==> src/rtl/vector_draw_pkg.sv <==
// Shared types for the vector draw engine: coordinate width, master FSM states
// and the latched command record.
package vector_draw_pkg;

  localparam int DEFAULT_OUT_WIDTH = 8;

  typedef enum logic [1:0] {
    REQ    = 2'd0,
    DECODE = 2'd1,
    DRAW   = 2'd2,
    MOVE   = 2'd3
  } state_t;

  // Coordinates are sized by the package width; the engine is built at that width.
  typedef struct packed {
    logic [DEFAULT_OUT_WIDTH-1:0] x;
    logic [DEFAULT_OUT_WIDTH-1:0] y;
    logic                         line;
    logic                         pos;
  } cmd_t;

endpackage

==> src/rtl/bresenham_line.sv <==
// Integer Bresenham segment rasteriser: one pixel per cycle from start to end,
// both inclusive, in any octant.
module bresenham_line
  import vector_draw_pkg::*;
#(
  parameter int OUT_WIDTH = DEFAULT_OUT_WIDTH
) (
  input  logic                 clk,
  input  logic                 rst,
  input  logic                 go,
  input  logic [OUT_WIDTH-1:0] start_x,
  input  logic [OUT_WIDTH-1:0] start_y,
  input  logic [OUT_WIDTH-1:0] end_x,
  input  logic [OUT_WIDTH-1:0] end_y,
  output logic                 busy,
  output logic                 done,
  output logic                 wr,
  output logic [OUT_WIDTH-1:0] xout,
  output logic [OUT_WIDTH-1:0] yout
);

  localparam int EW = OUT_WIDTH + 2;

  logic signed [EW-1:0] err, err_nxt, dx, dy;
  logic signed [EW:0]   e2, dx_ext, dy_ext;
  logic [OUT_WIDTH-1:0] tgt_x, tgt_y, x_nxt, y_nxt;
  logic                 step_x_neg, step_y_neg;
  logic                 active;
  logic                 at_end;

  function automatic logic signed [EW-1:0] span(input logic [OUT_WIDTH-1:0] a,
                                                input logic [OUT_WIDTH-1:0] b);
    logic signed [EW-1:0] d;
    d = $signed({2'b00, b}) - $signed({2'b00, a});
    return (d < 0) ? -d : d;
  endfunction

  assign at_end = (xout == tgt_x) && (yout == tgt_y);
  assign busy   = active;
  assign wr     = active;
  assign done   = active && at_end;
  assign e2     = $signed({err, 1'b0});
  assign dx_ext = $signed({dx[EW-1], dx});
  assign dy_ext = $signed({dy[EW-1], dy});

  // dy is held negated so both axis decisions compare against the same 2*err
  always_comb begin
    err_nxt = err;
    x_nxt   = xout;
    y_nxt   = yout;
    if (e2 >= dy_ext) begin
      err_nxt = err_nxt + dy;
      x_nxt   = step_x_neg ? xout - 1'b1 : xout + 1'b1;
    end
    if (e2 <= dx_ext) begin
      err_nxt = err_nxt + dx;
      y_nxt   = step_y_neg ? yout - 1'b1 : yout + 1'b1;
    end
  end

  always_ff @(posedge clk) begin
    if (rst) begin
      active     <= 1'b0;
      xout       <= '0;
      yout       <= '0;
      tgt_x      <= '0;
      tgt_y      <= '0;
      err        <= '0;
      dx         <= '0;
      dy         <= '0;
      step_x_neg <= 1'b0;
      step_y_neg <= 1'b0;
    end else if (go) begin
      active     <= 1'b1;
      xout       <= start_x;
      yout       <= start_y;
      tgt_x      <= end_x;
      tgt_y      <= end_y;
      dx         <= span(start_x, end_x);
      dy         <= -span(start_y, end_y);
      err        <= span(start_x, end_x) - span(start_y, end_y);
      step_x_neg <= (end_x < start_x);
      step_y_neg <= (end_y < start_y);
    end else if (active) begin
      if (at_end) begin
        active <= 1'b0;
      end else begin
        xout <= x_nxt;
        yout <= y_nxt;
        err  <= err_nxt;
      end
    end
  end

endmodule

==> src/rtl/vector_draw_engine.sv <==
// Vector-display pen engine: fetches commands, tracks the pen and hands
// pen-down segments to the Bresenham drawer.
module vector_draw_engine
  import vector_draw_pkg::*;
#(
  parameter int OUT_WIDTH = DEFAULT_OUT_WIDTH
) (
  input  logic                 clk,
  input  logic                 rst,
  input  logic [OUT_WIDTH-1:0] i_x,
  input  logic [OUT_WIDTH-1:0] i_y,
  input  logic                 pos,
  input  logic                 line,
  output logic                 inc,
  output logic                 busy,
  output logic                 go,
  output logic [OUT_WIDTH-1:0] o_start_x,
  output logic [OUT_WIDTH-1:0] o_start_y,
  output logic [OUT_WIDTH-1:0] o_end_x,
  output logic [OUT_WIDTH-1:0] o_end_y,
  output logic                 wr,
  output logic [OUT_WIDTH-1:0] xout,
  output logic [OUT_WIDTH-1:0] yout
);

  state_t               state, state_nxt;
  cmd_t                 cmd;
  logic [OUT_WIDTH-1:0] pen_x, pen_y;
  logic                 draw_busy, draw_done;

  always_ff @(posedge clk) begin
    if (rst) state <= REQ;
    else     state <= state_nxt;
  end

  // inc is held low while reset is asserted so no command is consumed then
  always_comb begin
    state_nxt = state;
    inc       = 1'b0;
    go        = 1'b0;
    case (state)
      REQ: begin
        inc       = !rst;
        state_nxt = DECODE;
      end
      DECODE: begin
        if (cmd.pos) begin
          state_nxt = MOVE;
        end else if (cmd.line) begin
          go        = 1'b1;
          state_nxt = DRAW;
        end else begin
          state_nxt = MOVE;
        end
      end
      DRAW:    if (draw_done) state_nxt = REQ;
      MOVE:    state_nxt = REQ;
      default: state_nxt = REQ;
    endcase
  end

  assign busy = (state == DECODE) || (state == MOVE) || ((state == DRAW) && draw_busy);

  always_ff @(posedge clk) begin
    if (rst) begin
      cmd       <= '0;
      pen_x     <= '0;
      pen_y     <= '0;
      o_start_x <= '0;
      o_start_y <= '0;
      o_end_x   <= '0;
      o_end_y   <= '0;
    end else begin
      if (state == REQ) cmd <= '{x: i_x, y: i_y, line: line, pos: pos};
      if (go) begin
        o_start_x <= pen_x;
        o_start_y <= pen_y;
        o_end_x   <= cmd.x;
        o_end_y   <= cmd.y;
      end
      // a no-op reaches MOVE with pos=0 and leaves the pen alone
      if ((state == MOVE) && cmd.pos) begin
        pen_x <= cmd.x;
        pen_y <= cmd.y;
      end
      if ((state == DRAW) && draw_done) begin
        pen_x <= o_end_x;
        pen_y <= o_end_y;
      end
    end
  end

  bresenham_line #(.OUT_WIDTH(OUT_WIDTH)) u_line (
    .clk     (clk),
    .rst     (rst),
    .go      (go),
    .start_x (pen_x),
    .start_y (pen_y),
    .end_x   (cmd.x),
    .end_y   (cmd.y),
    .busy    (draw_busy),
    .done    (draw_done),
    .wr      (wr),
    .xout    (xout),
    .yout    (yout)
  );

endmodule

==> config.mk <==
export PLATFORM = sky130hd
export DESIGN_NAME = vector_draw_engine
export DESIGN_NICKNAME = d
export VERILOG_FILES = /design/src/rtl/vector_draw_pkg.sv /design/src/rtl/bresenham_line.sv /design/src/rtl/vector_draw_engine.sv
export SDC_FILE = /design/constraint.sdc
export NUM_CORES = 1
export LEC_CHECK = 0
export CORE_ASPECT_RATIO = 1.5
export CORE_MARGIN = 8
export CORE_UTILIZATION = 60
export DETAILED_ROUTE_END_ITERATION = 10
export GPL_TIMING_DRIVEN = 0
export HOLD_SLACK_MARGIN = 0.12
export PLACE_DENSITY_LB_ADDON = 0.08
export SKIP_LAST_GASP = 1
export SYNTH_ARGS = -nofsm -noshare
export SYNTH_HDL_FRONTEND = slang
export SYNTH_HIERARCHICAL = 1
export SYNTH_SLANG_ARGS = --single-unit
==> constraint.sdc <==
create_clock -name clk -period 4.04 [get_ports clk]
set_input_delay 0.404 -clock clk [delete_from_list [all_inputs] [get_ports clk]]
set_output_delay 0.404 -clock clk [all_outputs]
set_load 0.1 [all_outputs]
Yosys cells after proc, flatten, opt, wreduce, memory -nomap -nowiden
Index checks and enable logic that the tools add are counted.
{"block": "word_totals", "mem_count": 0, "out_inout_bits": 52, "register_bits": 117, "latchBits": 0, "mem_bits_ro": 0, "mem_bits_rw": 0}
{"block": "op_classes", "magnitude_cmp": 6, "shifts": 0, "div_mod_pow": 0, "mux": 32, "reduce_logical": 16, "n_eq_ne": 7, "multipliers": 0, "n_addsub": 12, "n_bitwise": 0}
{"operator": "8-bit 2-to-1 mux", "n": 14}
{"operator": "10-bit 2-to-1 mux", "n": 7}
{"operator": "10-bit adder", "n": 2}
{"operator": "9-bit negator with 10-bit output", "n": 2}
{"operator": "9-bit by 1-bit less-than comparator with 1-bit output, second input constant", "n": 2}
{"operator": "8-bit by 8-bit subtractor with 9-bit output", "n": 2}
{"operator": "8-bit by 1-bit adder with 8-bit output, second input constant", "n": 2}
{"operator": "8-bit == test", "n": 2}
{"operator": "8-bit less-than comparator", "n": 2}
{"operator": "8-bit by 1-bit subtractor with 8-bit output, second input constant", "n": 2}
{"operator": "11-bit by 10-bit >= comparator with 1-bit output", "n": 1}
{"operator": "11-bit by 10-bit less-or-equal comparator with 1-bit output", "n": 1}
{"operator": "10-bit negator", "n": 1}
{"operator": "10-bit subtractor", "n": 1}
{"operator": "1-bit 2-to-1 mux", "n": 9}
{"operator": "2-bit one-hot mux with 4 select lines", "n": 1}
{"operator": "2-bit nonzero test", "n": 4}
{"operator": "3-bit AND reduction", "n": 2}
{"operator": "1-bit logical AND", "n": 5}
{"operator": "2-bit == test, second input constant", "n": 2}
{"operator": "2-bit != test, second input constant", "n": 2}
{"operator": "2-bit by 1-bit == test with 1-bit output, second input constant", "n": 1}
{"operator": "2-bit zero test", "n": 1}
{"operator": "1-bit logical OR", "n": 2}
{"operator": "other kinds (3)", "n": 3}

Logic depth before layout (Yosys ltp)
Gate-level depths: netlist (run 1).
{"block": "depth", "word_depth": 7, "ltp_mapped": 21, "ltp_nobuf": 21}

Modules after synthesis
Netlist (run 1), hierarchy kept.
{"mod": "bresenham_line", "n_inst": 1, "seq_area_each_um2": 1301.2, "area_each_um2": 6133.4, "cells_per_inst": 743}
{"mod": "vector_draw_engine", "n_inst": 1, "seq_area_each_um2": 1361.3, "area_each_um2": 2613.8, "cells_per_inst": 319}

Worst setup path after synthesis (run 1)
No wires, ideal clock.
{"block": "synth_path", "kind": "register -> register", "from": "register u_line.dy[9]", "to": "register u_line.err[9]", "arrival_time_ns": 3.564, "period_less_slack_ns": 3.665, "path_stages_with_launch": 19, "slack_ns": 0.375, "required_ns": 3.939, "cell_sequence": "dfxtp_1 inv_1 ha_1 nand4_1 o31ai_1 mux2i_1 buf_2 mux2_2 inv_1 ha_1 a21oi_1 nor2_1 o31ai_1 o21ai_0 xnor2_1 nor2_1 xnor2_1 nor2_1 o41ai_1"}
{"block": "synth_via", "elab_chain_cells": 7, "elab_cells_between_ends": 8, "classes_between": "add/sub (2); order compare (1); mux (5)"}
{"item": "from (decl)", "line": "bresenham_line.sv:24", "source": "logic signed [EW-1:0] err, err_nxt, dx, dy;"}
{"item": "from (signal assigned)", "line": "bresenham_line.sv:80", "source": "dy <= -span(start_y, end_y);"}
{"item": "10-bit adder or 11-bit by 10-bit >= comparator with 1-bit output (tied branches)", "line": "bresenham_line.sv:52, bresenham_line.sv:51"}
{"item": "10-bit 2-to-1 mux (*)", "line": "bresenham_line.sv:51", "source": "if (e2 >= dy_ext) begin"}
{"item": "10-bit adder", "line": "bresenham_line.sv:56", "source": "err_nxt = err_nxt + dx;"}
{"item": "10-bit 2-to-1 mux (*)", "line": "bresenham_line.sv:55", "source": "if (e2 <= dx_ext) begin"}
{"item": "10-bit 2-to-1 mux (*)", "line": "bresenham_line.sv:85", "source": "if (at_end) begin"}
{"item": "10-bit 2-to-1 mux (*)", "line": "bresenham_line.sv:84", "source": "end else if (active) begin"}
{"item": "10-bit 2-to-1 mux (*)", "line": "bresenham_line.sv:73", "source": "end else if (go) begin"}
{"item": "to (signal assigned)", "line": "bresenham_line.sv:81", "source": "err <= span(start_x, end_x) - span(start_y, end_y);"}
{"item": "to (signal assigned)", "line": "bresenham_line.sv:90", "source": "err <= err_nxt;"}
{"item": "to (decl)", "line": "bresenham_line.sv:24"}
Every way passes the cells marked *; elsewhere a longest branch is shown, timed or not. The select of a mux whose other input is x is not followed.
A chain may end at the register's enable or synchronous reset.

Worst setup path in the final report (run 1)
{"block": "layout_path", "from": "register cmd[2] (netlist name)", "to": "register u_line.err[7]"}
{"block": "layout_via", "elab_chain_cells": 5, "elab_cells_between_ends": 6, "classes_between": "add/sub (3); order compare (1); mux (2)"}
{"item": "from (decl)", "line": "vector_draw_engine.sv:27", "source": "cmd_t cmd;"}
{"item": "from (signal assigned)", "line": "vector_draw_engine.sv:74", "source": "if (state == REQ) cmd <= '{x: i_x, y: i_y, line: line, pos: pos};"}
{"item": "8-bit by 8-bit subtractor with 9-bit output (*)", "line": "bresenham_line.sv:34", "source": "d = $signed({2'b00, b}) - $signed({2'b00, a});"}
{"item": "9-bit negator with 10-bit output or 9-bit by 1-bit less-than comparator with 1-bit output (tied branches)", "line": "bresenham_line.sv:35", "source": "return (d < 0) ? -d : d;"}
{"item": "10-bit 2-to-1 mux (*)", "line": "bresenham_line.sv:35"}
{"item": "10-bit subtractor (*)", "line": "bresenham_line.sv:81"}
{"item": "10-bit 2-to-1 mux (*)", "line": "bresenham_line.sv:73"}
Every way passes the cells marked *; elsewhere a longest branch is shown, timed or not.

==> results of run 1 <==
==> path summary, 6_finish.rpt <==
path,cells after the start,end,slack (ns)
max,17,u_line/err[7],0.05
min,2,o_start_y[4],0.46
max reg2reg,17,u_line/err[7],0.05
min reg2reg,2,o_start_y[4],0.46
==> through the flow <==
| step | instance area, sq um | std cells | setup WS, ns | power [W] |
|---|---|---|---|---|
| floorplan | 8750 | 1062 | 0.375 | 0.00293 |
| CTS | 10400 | 1365 | -0.0115 | 0.00500 |
| finish | 10600 | 1373 | 0.0473 | 0.00524 |
| global placement | 9690 | 1328 | -0.648 | 0.00335 |
| detailed placement | 9690 | 1328 | -0.699 | 0.00337 |
| global route | 10600 | 1373 | -0.150 | 0.00546 |
==> power by group through the flow <==
stage | sequential (W) | combinational, W | clock (W)
2_1_floorplan | 0.00151 | 0.00142 | 0
3_3_place_gp | 0.00148 | 0.00187 | 0
3_5_place_dp | 0.00148 | 0.00190 | 0
4_1_cts | 0.00145 | 0.00204 | 0.00151
5_1_grt | 0.00146 | 0.00243 | 0.00157
6_report | 0.00146 | 0.00228 | 0.00150
==> logic make-up (layout without fill, tap and decap cells) <==
logic type | Yosys count | after routing | synth area share, %
simple gates | 360 | 360 | 19.4
compound gates | 234 | 234 | 16.8
flops | 133 | 133 | 30.4
buf+inv | 119 | 234 | 6.22
fa+ha+maj | 85 | 85 | 12.8
xor+xnor | 79 | 79 | 8.08
mux | 52 | 52 | 6.29
==> cell type report <==
type                            count  share of cell area, %
Sequential cell                   133                   25.3
Clock inverter                     14                   1.31
Clock buffer                       18                   4.04
Tap cell                          196                   2.31
Buffer                             51                   2.73
Timing Repair Buffer               83                   7.55
Multi-Input combinational cell    810                   54.3
Inverter                           68                   2.45
==> critical path, stage by stage (launching register included) <==
cell and delay [ns]:
dfxtp_2 0.36, inv_1 0.06, ha_1 0.17, fa_2 0.25, nor2b_4 0.05, o311a_1 0.30, o31a_1 0.28, o22a_1 0.20
buf_6 0.15, a31oi_1 0.22, xor2_1 0.35, ha_1 0.34, or2_2 0.28, a21oi_1 0.14, a21oi_1 0.07, and2_1 0.18
or3_1 0.34, a31oi_1 0.13
==> Yosys cell counts (5+ instances only) <==
cell      count  share of area (%)
buf_2         8               0.46
nand4_1       5               0.36
xor2_1       37                3.7
nor2_1      112                4.8
nor4_1       15                1.1
a21oi_1     106                6.1
buf_6         7               0.90
o21ai_0      19                1.1
clkbuf_1     24                1.0
a21o_1       15                1.3
or3_1         6               0.43
xnor2_1      40                4.0
buf_4         8               0.69
o31ai_1       5               0.43
nor2b_1      14                1.0
o21bai_1      8               0.69
inv_1        67                2.9
a31oi_1      13               0.93
nand2b_1     10               0.72
mux2i_1      33                3.8
nand2_1     132                5.7
ha_1         78                 11
fa_1          7                1.6
nor3_1       18                1.0
nand3_1      15               0.86
dfxtp_1     133                 30
o21a_1        7               0.60
a211oi_1     28                2.4
mux2_2       17                2.2
==> state kept, by name (all words and copies together) (netlist names), 2 cells and up <==
register / count
u_line/yout: 8
state: 2
o_start_y: 8
u_line/xout: 8
u_line/tgt_x: 8
u_line/err: 10
cmd: 18
o_end_y: 8
u_line/dx: 10
o_start_x: 8
o_end_x: 8
pen_x: 8
pen_y: 8
u_line/dy: 10
u_line/tgt_y: 8
==> repair_timing <==
action                                  CTS  global route
buffers inserted                          5             7
endpoints found under the setup margin    6             5
pin swaps                                 1            15
cloned                                    0             1
gates resized for setup                  15            59
==> layer usage <==
metal / global-route usage (%) / up-vias / wire (um) / part of all wire, %
met5: 0 / - / 0 / 0
met4: 24.6 / 0 / 2170 / 8.0
met3: 5.30 / 115 / 1360 / 5.0
met2: 51.2 / 323 / 13700 / 51
met1: 27.0 / 3750 / 9730 / 36
li1: - / 3894 / - / -
==> qor.csv, run 1 <==
metric,value,unit
outcome,finished clean,
Final Critical Period,3.99,ns
CTS Buffer Depth,2,
fillcell total,1108,
port bufs,70,
Ys Warns,6,
number of global-route vias before repair,8176,
largest net degree at the start of global routing,17,
DR vias,8082,
NetSw,0.00202,W
TritonCTS clock tree,done,
r2r startpoint,cmd[2],
Total GRT Usage,28.3,%
power share of the sequential group,27.8,%
Fin Clk Skew,0.0119,ns
Final setup viols,0,
DP Wirelength,20200,um
highest-count cells in the layout ignoring fill and taps,"nand2_1, dfxtp_1, nor2_1, a21oi_1, clkdlybuf4s50_1",
total global routing overflow,0,
Setup TNS,0,ns
routability cong.,0.978,
"most common cell after layout, fill and taps aside",nand2_1,
clock power share,28.7,%
Crit. Startpoint,cmd[2],
"Primary FF master, synth",dfxtp_1,
Max IR drop VDD,342,uV
"Reg clk slew, reported paths",0.07,ns
utilization after layout,73.8,%
Die Width,115,um
root buffer cell,clkbuf_16,
Final Max Slew Viols,0,
Worst Setup End Kind,flop,
netlist area before placement,0.00875,sq mm
power per cell area,493,mW/mm^2
initial antenna violation count,0,
sequential area share after synthesis,30.4,%
vias per inst,5.89,
startpoint types,flop,
first-pass GRT wire length,41200,um
Post-synth ARST share,0,%
IO Pins,72,
# DRC,0,
worst min path class,flop to flop,
CTS H-tree lvls,4,
Area growth syn-to-layout,21.5,%
Arrival @ worst endpoint,4.33,ns
WL per Instance,19.6,um
total die area,0.0188,sq mm
count of cell types in the netlist,73,
syn nets,1167,
row cnt,54,
Die Ht,164,um
DRT antenna net count,0,
final net count,1269,
Worst Tran Pin Value,1.02,ns
Ant. Diodes,0,
Cells after Synth,1062,
# clock sinks,133,
total CTS buffers,17,
Crit Path Max Fanout,10,
DRT iter0 DRCs,571,
router iterations before antenna repair,7,
Total Routed Length,27000,um
P_leak,4.30,nW
multi-input logic area,0.00577,sq mm
Relative slew margins,31.8,%
"Hold Violations, Final",0,
Sequential cell area,0.00269,sq mm
Tcrit/Tclk final,98.8,%
Power Internal,0.00323,W
average cell area after synthesis,8.24,sq um
Hold WS,0.462,ns
Setup Crit Path Kind,flop to flop,
core area,0.0144,sq mm
number of synthesized register bits,133,
switch share,38.5,%
combinational fraction of design power,43.5,%
share of cells above drive strength 1,14.1,%
HP Start,o_start_y[4],
Post-synth EDFFs,0,
hold_buf cts,0,
worst skew pair latency,0.43,ns
Max Cap Viol,0,
Starting Density,60.8,%
Peak Freq,250,MHz
"Req. time, crit path",4.37,ns
No activity file was read; power rests on OpenSTA's default activity.
==> run 2, diff against run 1 <==
CAP_MARGIN = 20   (was default)
==> results of run 2 <==
Same layout as run 1: the final DEF is identical, and so are final timing and power.
==> run 3, diff against run 2 <==
GPL_TIMING_DRIVEN = 1   (was 0)
PLACE_DENSITY = 0.88   (was default)
PLACE_DENSITY_LB_ADDON = default   (was 0.08)
==> run 3 against run 2 <==
Against the previous run: worst setup slack got worse by 0.015 ns; die area unchanged; sequential share of layout area increased by 0.39 points; critical path depth decreased by 2; utilization decreased by 1.7 points; clock skew increased by 0.00081 ns; clock power increased by 6%; global-route usage decreased by 2.1 points; power decreased by 0.47%; critical path type unchanged.
==> qor.csv, run 3 (same netlist as run 1, synthesis figures left out) <==
metric,value,unit,change
combinational fraction of design power,42.0,%,-1.5 points
final net count,1240,,-2.3%
Worst Setup End Kind,flop,,
Sequential cell area,0.00267,sq mm,-0.79%
Fin Clk Skew,0.0127,ns,+0.000810 ns
total die area,0.0188,sq mm,unchanged
switch share,37.8,%,-0.64 points
Final Critical Period,4.01,ns,+0.0150 ns
DR vias,8107,,+0.31%
P_leak,4.27,nW,-0.67%
initial antenna violation count,0,,unchanged
Final setup viols,0,,unchanged
HP Start,o_start_x[0],,
Total GRT Usage,26.2,%,-2.1 points
worst min path class,flop to flop,,
"most common cell after layout, fill and taps aside",nand2_1,,
Crit. Startpoint,pen_y[3],,
Peak Freq,250,MHz,-0.37%
startpoint types,flop,,
outcome,finished clean,,
r2r startpoint,pen_y[3],,
Reg2Reg Depth,15,,-2
WL per Instance,18.4,um,-6.4%
CTS H-tree lvls,4,,unchanged
DRT antenna net count,0,,unchanged
power share of the sequential group,27.6,%,-0.2 points
router iterations before antenna repair,5,,-2
post-route worst setup slack,0.0323,ns,-0.0150 ns
# DRC,0,,unchanged
grt met3 use,5.96,%,+0.66 points
CTS Buffer Depth,2,,unchanged
final std cells w/o fill,1343,,-2.2%
Tcrit/Tclk final,99.2,%,+0.37 points
Post-Place Worst Slack,-0.0152,ns,+0.684 ns
Setup Crit Path Kind,flop to flop,,
Hold Crit Depth,2,,unchanged
highest-count cells in the layout ignoring fill and taps,"nand2_1, dfxtp_1, nor2_1, a21oi_1, ha_1",,
"Req. time, crit path",4.37,ns,about the same
Hold WS,0.456,ns,-0.00676 ns
Power Internal,0.00324,W,+0.57%
total CTS buffers,17,,unchanged
worst skew pair latency,0.43,ns,about the same
TritonCTS clock tree,done,,
power per cell area,503,mW/mm^2,+1.9%
root buffer cell,clkbuf_16,,
Biggest register,cmd,,
met1 Use GR,27.6,%,+0.61 points
total global routing overflow,0,,unchanged
clock power share,30.4,%,+1.7 points
met2 Usage GRT,45.8,%,-5.4 points
"setup slack, reg-to-reg",0.03,ns,about the same
port bufs,71,,+1.4%
first-pass GRT wire length,39300,um,-4.6%
vias per inst,6.04,,+2.6%
grt peak-use layer,met2,,
multi-input logic area,0.00565,sq mm,-2.2%
routability cong.,0.920,,-5.9%
Area growth syn-to-layout,18.7,%,
DP Wirelength,17100,um,-15%
worst hold path endpoint,o_start_x[0],,
core area,0.0144,sq mm,unchanged
Ant. Diodes,0,,unchanged
DP Cell Count,1304,,-1.8%
Final Max Slew Viols,0,,unchanged
Die Ht,164,um,unchanged
DRT iter0 DRCs,514,,-10%
fillcell total,977,,-12%
Starting Density,60.8,%,unchanged
row cnt,54,,unchanged
Max IR drop VDD,429,uV,+26%
Worst Tran Pin Value,1.06,ns,+0.0386 ns
max reg flops,18,,unchanged
Crit Path Max Fanout,6,,-4
share of cells above drive strength 1,11.4,%,-2.7 points
IO Pins,72,,unchanged
utilization after layout,72.1,%,-1.7 points
number of global-route vias before repair,8068,,-1.3%
Relative slew margins,29.2,%,-2.6 points
"Hold Violations, Final",0,,unchanged
Max Cap Viol,0,,unchanged
NetSw,0.00197,W,-2.1%
Reg-to-Reg End,u_line/err[7],,
Arrival @ worst endpoint,4.34,ns,about the same
Die Width,115,um,unchanged
"Reg clk slew, reported paths",0.07,ns,about the same
Total Routed Length,24700,um,-8.4%
# clock sinks,133,,unchanged
largest net degree at the start of global routing,92,,+75
-- run 3: changes by cell type in the layout (fill, tap and decap cells not counted), sizes merged --
cell,previous run,this run
buf,40,37
clkinv,3,2
bufinv,1,2
clkdlybuf4s50,70,68
clkbuf,42,17
-- run 3: worst max-delay path by stage --
stage | to | depth (start not counted)
6_report | u_line/err[7] | 15
5_1_grt | u_line/err[6] | 19
4_1_cts | u_line/err[8] | 18
3_5_place_dp | u_line/err[7] | 19
3_3_place_gp | u_line/err[8] | 18
2_1_floorplan | u_line/err[9] | 18
-- run 3: power groups by stage --
stage | Clock (W) | Sequential (W) | Combinational, W
floorplan | 0 | 0.00151 | 0.00142
global placement | 0 | 0.00146 | 0.00187
detailed placement | 0 | 0.00146 | 0.00192
CTS | 0.00159 | 0.00144 | 0.00196
global route | 0.00166 | 0.00145 | 0.00234
finish | 0.00159 | 0.00144 | 0.00219
-- run 3: final cells by class --
| cell class | count | area share, % |
|---|---|---|
| well taps | 196 | 2.36 |
| repair buffers | 105 | 9.33 |
| flip-flops and latches | 133 | 25.7 |
| inverters | 68 | 2.51 |
| clock buffers | 17 | 4.10 |
| clock inverters | 14 | 1.63 |
| multi-input cells | 810 | 54.4 |
-- run 3: metrics by stage --
stage	TNS [ns]	total power, W	area, sq um
global placement	0	0.00333	9620
floorplan	0	0.00293	8750
detailed placement	-0.0154	0.00338	9620
CTS	0	0.00499	10200
global route	-0.302	0.00545	10400
finish	0	0.00522	10400
-- run 3: per-layer routing --
metal  vias to the layer above  wire length, um
li1                       3837                -
met1                      3827             9430
met2                       350            12500
met3                        93             1400
met4                         0             1360
met5                         -                0
-- run 3: repair_timing --
item                       CTS  global route
gates resized for setup      3            28
pin swaps                    0            12
hold buffers                 0             0
setup endpoints to repair    3             5
buffers inserted             0             7
gates cloned                 0             1
-- run 3: critical path: stages, from the launching register on --
cell and delay, ns:
dfxtp_1 0.43, inv_1 0.08, ha_1 0.38, or2_1 0.26
o311a_1 0.15, o31a_1 0.30, o22a_4 0.24, buf_4 0.17
a31oi_1 0.16, xor2_1 0.35, ha_1 0.34, o21ai_1 0.16
a21oi_2 0.10, and2_1 0.19, or3_1 0.38, a31oi_1 0.21
==> RTL edit (flow settings as in run 3) <==
`DEFAULT_OUT_WIDTH`: 8 -> 10.
--- a/src/rtl/vector_draw_pkg.sv
+++ b/src/rtl/vector_draw_pkg.sv
@@ -3,5 +3,5 @@
 package vector_draw_pkg;
 
-  localparam int DEFAULT_OUT_WIDTH = 8;
+  localparam int DEFAULT_OUT_WIDTH = 10;
 
   typedef enum logic [1:0] {
Interface: changed (8 resized); port bits go from 72 to 88. The function was not compared with the original's and may differ.
==> RTL edit against run 3 <==
Count of clock-buffer cells in the layout grew 1; power grew 35%; non-clock buffer count grew 76; largest power group unchanged; final cell count grew 30%; the run now ends with setup timing left; sequential cell count grew 30; setup slack lost 260 ps; hold slack gained 6.8 ps; clock power grew 3%; cell area grew 30%; wire length grew 44%; largest cell class unchanged; area after synthesis grew 26%.
==> RTL edit: results (changes against run 3) <==
| Metric | Value |
|---|---|
| Outcome | finished, violations left |
| Failing checks | setup timing |
| Met3 Usage GRT | 5.28% (-0.68 points) |
| Sequential share of the synthesized area | 29.7% (-0.79 points) |
| Max_slew headroom | 30.5% (+1.3 points) |
| Synth Net Count | 1510 (+29%) |
| Area contributors post-synth | dfxtp_1 30%, ha_1 11%, a21oi_1 7.1% |
| Leak | 5.52 nW (+29%) |
| 1st-iter DRT viols | 1080 (+110%) |
| CP max FO | 4 (-2) |
| First-pass GRT wire length | 53700 µm (+37%) |
| VDD IR max | 0.000410 V (-4.4%) |
| Fin worst setup slack | -229 ps (-261 ps) |
| Pint | 0.00405 W (+25%) |
| Pre-antenna DRT Iters | 8 (+3) |
| Worst hold slack | 462 ps (+6.76 ps) |
| Hold Path End | o_start_x[2] |
| GR Util met1 | 30.5% (+2.9 points) |
| Synth cell types | 83 (+14%) |
| PortBufs | 87 (+23%) |
| Met3 Wirelength | 2710 µm (+93%) |
| Largest net degree at the start of global routing | 93 (+1.1%) |
| Post-synthesis mux area share | 5.29% (-1.0 points) |
| Post-Synth XOR/XNOR Area | 8.07% (-0.0091 points) |
| GRT met2 Usage | 49.3% (+3.5 points) |
| Vias | 11233 (+39%) |
| Worst Skew | 16.5 ps (+3.76 ps) |
| Filler cells | 1118 (+14%) |
| Setup TNS | -620 ps (-620 ps) |
| Wl on met1 | 12600 µm (+34%) |
| Endpoints failing setup | 6 (+6) |
| NumNets Final | 1648 (+33%) |
| Reg2Reg Depth | 17 (+2) |
| DP Cell Count | 1703 (+31%) |
| Layout cell share with drive strength beyond 1 | 15.8% (+4.4 points) |
| Drt wl/cell | 20.3 µm (+10%) |
| DR vias/cell | 6.41 (+6.2%) |
| Min-delay src | o_start_x[2] |
==> RTL edit: changes by cell type after synthesis, moves of 18 or more <==
cell	delta
o21ai_0	+29
xnor2_1	+21
mux2i_1	+18
ha_1	+18
nor2_1	+58
nand2_1	+42
a21oi_1	+51
dfxtp_1	+30
==> RTL edit: timing repair <==
action	4_1_cts	5_1_grt
gates resized for setup	17	71
cloned	0	0
pin swaps	9	35
setup endpoints to repair	3	7
buffers inserted	4	12
==> RTL edit: critical path: cells and delay by family (launching register included) <==
kind	cells	cell delay [ps]
AO/OA/AOI/OAI	8	1800
buffers and inverters	2	210
adder cells (fa/ha/maj)	3	850
flip-flops	1	430
AND/OR/NAND/NOR	3	540
XOR/XNOR	1	340
==> RTL edit: layout make-up <==
class / count / area, µm² / share of cell area (%)
sequential: 163 / 3270 / 24.3
antenna: 1 / 2.50 / 0.0185
multi-input combinational: 1074 / 7440 / 55.2
timing repair buffer: 181 / 1590 / 11.8
inverter: 84 / 320 / 2.37
clock buffer: 18 / 429 / 3.18
clock inverter: 14 / 158 / 1.17
tap: 217 / 272 / 2.01
==> RTL edit: per-stage QoR <==
| stage | total power (W) | setup WS, ps |
|---|---|---|
| floorplan | 0.00388 | 64.1 |
| global placement | 0.00466 | -67.7 |
| detailed placement | 0.00474 | -106 |
| CTS | 0.00647 | 0.0355 |
| global route | 0.00735 | -418 |
| finish | 0.00704 | -229 |
==> RTL edit: power groups by stage <==
stage / Combinational [W] / Clock, W / Sequential (W)
floorplan: 0.00209 / 0 / 0.00180
global placement: 0.00289 / 0 / 0.00177
detailed placement: 0.00297 / 0 / 0.00177
CTS: 0.00310 / 0.00164 / 0.00173
global route: 0.00389 / 0.00172 / 0.00175
finish: 0.00366 / 0.00164 / 0.00174
